`config.mk`:
```
export PLATFORM = sky130hd
export DESIGN_NAME = mar_seq
export DESIGN_NICKNAME = d
export VERILOG_FILES = /design/src/rtl/mar_seq.sv
export SDC_FILE = /design/constraint.sdc
export NUM_CORES = 1
export LEC_CHECK = 0
export CAP_MARGIN = 30
export CORE_MARGIN = 2
export CORE_UTILIZATION = 41
export CTS_CLUSTER_SIZE = 12
export DETAILED_ROUTE_END_ITERATION = 8
export PLACE_DENSITY = 0.77
export REMOVE_ABC_BUFFERS = 1
export SETUP_SLACK_MARGIN = 0.5
export SYNTH_ARGS = -nofsm -noshare
export SYNTH_HDL_FRONTEND = slang
export SYNTH_SLANG_ARGS = --single-unit
export TNS_END_PERCENT = 1
```
`constraint.sdc`:
```
create_clock -name clk -period 2.3 [get_ports clk]
set_input_delay 0.23 -clock clk [delete_from_list [all_inputs] [get_ports clk]]
set_output_delay 0.23 -clock clk [all_outputs]
set_load 0.1 [all_outputs]
```
`src/rtl/mar_seq.sv`:
```
// Memory address register with a load/step front end and a fixed-length
// read/write strobe sequencer (IDLE -> ACCESS -> DONE).
module mar_seq #(
  parameter int     AW      = 9,
  parameter int     VAL     = 0,
  parameter longint DEPTH   = 512,
  parameter int     WAIT    = 2,
  parameter bit     AUTOINC = 1'b0
) (
  input  logic          clk,
  input  logic          clr,
  input  logic [31:0]   dIn,
  input  logic          Rin,
  input  logic          inc,
  input  logic          dec,
  input  logic          rd,
  input  logic          wr,
  output logic [AW-1:0] address,
  output logic          mem_rd,
  output logic          mem_wr,
  output logic          busy,
  output logic          done,
  output logic          err
);

  localparam int              CW    = $clog2(WAIT + 1);
  localparam longint          LASTL = DEPTH - 1;
  localparam logic [AW:0]     LAST  = LASTL[AW:0];
  localparam logic [AW-1:0]   RST_A = VAL[AW-1:0];

  typedef enum logic [1:0] {S_IDLE, S_ACC, S_DONE} state_t;

  state_t        r_st    = S_IDLE;
  logic [CW-1:0] r_cnt   = '0;
  logic [AW-1:0] r_addr  = RST_A;
  logic          r_mrd   = 1'b0;
  logic          r_mwr   = 1'b0;
  logic          r_busy  = 1'b0;
  logic          r_done  = 1'b0;
  logic          r_err   = 1'b0;

  // Arithmetic one bit wider than the address so DEPTH = 2^AW compares cleanly.
  logic [AW:0]   w_nxt;
  logic [AW:0]   w_ld;
  logic [AW-1:0] w_inc_a;
  logic [AW-1:0] w_dec_a;
  logic          w_ld_ok;
  logic          w_unused;

  assign w_nxt    = {1'b0, r_addr} + (AW+1)'(1);
  assign w_inc_a  = (w_nxt > LAST) ? '0 : w_nxt[AW-1:0];
  assign w_dec_a  = (r_addr == '0) ? LAST[AW-1:0] : r_addr - AW'(1);
  assign w_ld     = {1'b0, dIn[AW-1:0]};
  assign w_ld_ok  = (w_ld <= LAST);
  assign w_unused = ^dIn;

  always_ff @(posedge clk or posedge clr) begin
    if (clr) begin
      r_st   <= S_IDLE;
      r_cnt  <= '0;
      r_addr <= RST_A;
      r_mrd  <= 1'b0;
      r_mwr  <= 1'b0;
      r_busy <= 1'b0;
      r_done <= 1'b0;
      r_err  <= 1'b0;
    end else begin
      r_err  <= 1'b0;
      r_done <= 1'b0;
      case (r_st)
        S_IDLE: begin
          if (rd ^ wr) begin
            r_st   <= S_ACC;
            r_cnt  <= CW'(1);
            r_mrd  <= rd;
            r_mwr  <= wr;
            r_busy <= 1'b1;
          end else if (rd && wr) begin
            r_err <= 1'b1;
          end else if (Rin) begin
            if (w_ld_ok) r_addr <= w_ld[AW-1:0];
            else         r_err  <= 1'b1;
          end else if (inc) begin
            r_addr <= w_inc_a;
          end else if (dec) begin
            r_addr <= w_dec_a;
          end
        end
        S_ACC: begin
          if (r_cnt == CW'(WAIT)) begin
            r_st   <= S_DONE;
            r_cnt  <= '0;
            r_mrd  <= 1'b0;
            r_mwr  <= 1'b0;
            r_done <= 1'b1;
          end else begin
            r_cnt <= r_cnt + CW'(1);
          end
        end
        S_DONE: begin
          r_st   <= S_IDLE;
          r_busy <= 1'b0;
          if (AUTOINC) r_addr <= w_inc_a;
        end
        default: r_st <= S_IDLE;
      endcase
    end
  end

  assign address = r_addr;
  assign mem_rd  = r_mrd;
  assign mem_wr  = r_mwr;
  assign busy    = r_busy;
  assign done    = r_done;
  assign err     = r_err;

endmodule

```
== Word level (Yosys, flattened, before mapping) ==
Cells that the tools add are included.

* $add $sub $neg: 3
* $lt $le $gt $ge: 2
* Eq/ne operators: 6
* Multiplexer cells: 25
* Bitwise logic cells: 3
* Reductions and logical operators: 11

{| class="wikitable"
|+ Operator list
! kind !! count
|-
| two-way mux 9 bit || 6
|-
| two-way mux 1 bit || 11
|-
| adder 9 x 1 -> 10 bit (second input constant) || 1
|-
| greater-than comparator 10 x 9 -> 1 bit (second input constant) || 1
|-
| <= comparator 9 bit (second input constant) || 1
|-
| zero test 9 bit || 1
|-
| subtractor 9 x 1 -> 9 bit (second input constant) || 1
|-
| one-hot mux 2 bit (2 select lines) || 2
|-
| two-way mux 2 bit || 3
|-
| one-hot mux 1 bit (2 select lines) || 3
|-
| AND reduction 2 bit || 3
|-
| AND reduction 5 bit || 1
|-
| == test 2 bit (second input constant) || 2
|-
| inequality test 2 bit (second input constant) || 2
|-
| nonzero test 2 bit || 2
|-
| AND reduction 3 bit || 1
|-
| nonzero test 3 bit || 1
|-
| adder 2 x 1 -> 2 bit (second input constant) || 1
|-
| == test 2 x 1 -> 1 bit (second input constant) || 1
|-
| zero test 2 bit || 1
|-
| inequality test 2 x 1 -> 1 bit (second input constant) || 1
|-
| NOT 1 bit || 2
|-
| logical AND 1 bit || 1
|-
| bitwise XOR 1 bit || 1
|}

* Bits in registers: 18
* Input bits: 39
* Output and inout port bits: 14
* Logic and storage cells: 58

== Logic depth before layout (Yosys ltp) ==
* Word-level depth: 6
* Gate-level depth with buffers: 7
* Gate-level depth less buffers: 7

== Least setup slack after synthesis ==
Ideal clock, no wire load.

* Kind: register to register
* From: register r_addr[2] (netlist: address[2])
* To: register r_addr[7] (netlist: address[7])
* Setup time: 122 ps
* Arrival: 2272 ps
* Data required time: 2178 ps
* Slack: -94 ps
* Stages on the path, launching flop included: 7
* Path buffers: 1
* Clock period less this slack: 2394 ps
* Cell sequence: dfrtp_1 -> buf_2 -> nand4_1 -> nor2_1 -> a31oi_1 -> or4_1 -> o211a_1

* Longest elaborated chain between the ends: 5
* Elaborated cells between the ends (all ways): 9
* Those cells by class: add/sub (2); order compare (1); mux (5); reduce/logical (1)

{| class="wikitable"
|+ Ends and longest elaborated chain
! what !! line !! source
|-
| start, declared || 35 || <nowiki>logic [AW-1:0] r_addr = RST_A;</nowiki>
|-
| start signal, assigned || 81 || <nowiki>if (w_ld_ok) r_addr <= w_ld[AW-1:0];</nowiki>
|-
| start signal, assigned || 84 || <nowiki>r_addr <= w_inc_a;</nowiki>
|-
| start signal, assigned || 86 || <nowiki>r_addr <= w_dec_a;</nowiki>
|-
| adder 9 x 1 -> 10 bit (tied with other cells) || 50 || <nowiki>assign w_nxt = {1'b0, r_addr} + (AW+1)'(1);</nowiki>
|-
| greater-than comparator 10 x 9 -> 1 bit / two-way mux 9 bit (equally long branches) || 51, 52 ||
|-
| two-way mux 9 bit (on tied branches) || 51, 85 ||
|-
| two-way mux 9 bit (*) || 83 || <nowiki>end else if (inc) begin</nowiki>
|-
| two-way mux 9 bit (*) || 80 || <nowiki>end else if (Rin) begin</nowiki>
|}

Mark *: on every way between the ends. The rest lies on a longest branch, timed or not. The select of a mux whose other input is x is not followed.
A chain may end at the register's enable or synchronous reset.

== Worst setup path in the final report ==
* From: register r_addr[1] (netlist: address[1])
* To: register r_addr[7] (netlist: address[7])

The elaborated chain is that of the path after synthesis.

==> qor.yml <==
status:
  outcome: "finished clean"
global_route:
  overflow: 0
  grt_pass1_vias: 1195
  grt_max_degree: 19
  grt_pass1_wl_mm: 5.26
  grt_usage_pct: 19.7
  antenna_found_initial: 0
timing:
  fmax_mhz: 570
  finalWorstSetupSlack_ns: 0.546
  slew-limit-headroom_pct: 53.4
  finalCriticalPeriod_ns: 1.75
  grt_setup_unrepaired: "true"
  setup_viol: 0
  hold_violations: 0
  skew_ns: 0.0141
  period_share_pct: 76.3
  slew_violations: 0
  tightest_slew_ns: 0.698
drt:
  drc: 0
  wl_mm: 3.27
  vias: 1232
  firstDrtPassIters: 4
  drt_iter0_drc: 23
  wl_per_cell_um: 15.8
  via_per_inst: 5.95
  antenna_left: 0
cts:
  clk_latency_ns: 0.30
  cts_buffers: 3
  cts_hold_buffers: 0
  root_buffer: "clkbuf_4"
  cts.sinks: 18
  clkTransAtPathRegs_ns: 0.12
  htree_levels: 1
  cts_tree: "yes"
  cts.path.max_buffers: 2
cells_and_area:
  multi_input_area_um2: 688
  n_antenna_cell: 0
  finalNetCount: 220
  drive_above_1_share_pct: 29.0
  fillerInstances: 231
  fin_cells: 207
  mostFrequentLayoutCells: "buf_4 (30), clkdlybuf4s50_1 (15), inv_1 (14)"
  seqCellArea_um2: 458
  area_growth_pct: 39.6
  layout_commonest_cell: "buf_4"
logic_synthesis:
  yosys_warnings: 0
  synth_edf_count: 0
  ys_types: 44
  avgSynthCellArea_um2: 8.83
  syn-cell-area_mm2: 0.00118
  ys_ff_latch: 18
  async_flop_share_pct: 100
  synth-seq-area-share_pct: 38.1
  syn_inst: 134
  ys.flop_type: "dfrtp_1"
run:
  cap_violations: 0
pwr:
  power.density_mw_per_mm2: 1540
  combPwrFrac_pct: 67.1
  clkPwrFrac_pct: 8.0
  vdd_drop_max_mv: 1.59
  internal_power_mw: 1.07
  p_sw_mw: 1.48
  power_frac_seq_pct: 24.9
  leakagePower_nw: 0.717
  switching_share_pct: 58.0
placement:
  place_ws_ns: 0.293
  dpl.cell_count: 194
  place.gp.congestion: 0.879
  hpwl_mm: 2.31
  portBuffers: 29
worst_setup_path:
  critPathLaunchType: "flop"
  crit_path_end_kind: "flop"
  worstPathMaxFanout: 8
  path_cells: "or3_4, nor4_4, a31oi_1, or4_1, o211a_1"
  worstPathArrival_ns: 1.94
  crit_path_top_delay_cell: "dfrtp_2"
  required_ns: 2.49
  worst_path_largest_cell_delay_ns: 0.48
  criticalPathCategory: "flop to flop"
floorplanning:
  die_w_um: 57.7
  rows: 19
  die_area_mm2: 0.00333
  start_util_pct: 42.9
  core_region_area_mm2: 0.00276
  ioPinCount: 53
  dieHeight_um: 57.7
hold_path:
  hold_path.class: "input pin to asynchronous set/reset pin"
[cells in the mapped netlist (3+ instances only)]
master	number	area share [%]
buf_2	3	1.3
inv_1	14	4.4
o311ai_1	3	2.2
nor3_1	6	2.5
dfrtp_1	18	38
a21oi_1	10	4.2
nor4b_1	4	3.0
nor2_1	10	3.2
o21ai_1	3	1.3
nand2_1	9	2.9
o21ai_0	4	1.7
ha_1	4	4.2
clkbuf_1	3	0.95
[path summary, 6_finish.rpt]
check | startpoint | endpoint | slack [ns] | depth (start not counted)
setup / recovery | address[1] | address[7] | 0.55 | 5
hold / removal | clr | busy | 0.32 | 2
setup reg to reg | address[1] | address[7] | 0.55 | 5
hold reg to reg | mem_wr | mem_wr | 0.51 | 1
max in group asynchronous | clr | address[0] | 1.48 | 2
min in group clk | mem_wr | mem_wr | 0.51 | 1
[metal layers]
layer / vias to the layer above / track usage, % / part of all wire [%]
met1: 587 / 24.5 / 40
met5: - / 0 / 0
met3: 2 / 4.02 / 7.1
met2: 55 / 34.4 / 52
met4: 0 / 5.98 / 0.49
li1: 588 / - / -
[state kept, by name, summed over array words and instances (netlist names)]
name / flops
err: 1
done: 1
mem_rd: 1
busy: 1
mem_wr: 1
address: 9
r_st: 2
r_cnt: 2
[final cells by class]
type	count	area share, %
timing repair buffer	45	22.7
tap	31	2.35
inverter	15	3.41
clock buffer	4	2.20
sequential	18	27.7
multi-input combinational	94	41.6
[cells by family (layout without fill, tap and decap cells)]
logic type,after synthesis,after routing,synth area share [%]
XOR/XNOR,2,2,1.48
buffers and inverters,22,64,7.93
adder cells (fa/ha/maj),4,4,4.23
multiplexers,2,2,1.69
AND/OR/NAND/NOR,42,42,19.8
flip-flops,18,18,38.1
AO/OA/AOI/OAI,44,44,26.9
[power groups by stage]
stage / combinational (mW) / sequential [mW] / clock (mW)
2_1_floorplan: 0.438 / 1.33 / 0
3_3_place_gp: 1.46 / 0.641 / 0
3_5_place_dp: 1.49 / 0.650 / 0
4_1_cts: 1.55 / 0.633 / 0.208
5_1_grt: 1.80 / 0.663 / 0.223
6_report: 1.71 / 0.636 / 0.204
[stage by stage]
step                      utilization [%]  hold slack [ns]  instance area (µm²)  TNS (ns)  power [mW]
after floorplan                         -            0.169                 1150   -0.0418        1.77
after global placement               54.4            0.471                 1500         0        2.10
after detailed placement             54.4            0.488                 1500         0        2.14
after CTS                            56.7            0.352                 1560         0        2.40
after global routing                 59.9            0.398                 1650         0        2.68
final                                59.9            0.320                 1650         0        2.55
[timing repair]
| item | in CTS | in global routing |
|---|---|---|
| gates resized for setup | 3 | 9 |
| pin swaps | 1 | 2 |
| endpoints found under the setup margin | 2 | 8 |
| setup buffers | 3 | 6 |
[worst max-delay path, delay by kind of cell (launching register included)]
family	cells	cell delay [ns]
flops	1	0.48
simple gates	3	0.95
compound gates	2	0.22
Power figures use the tool's default switching activity.
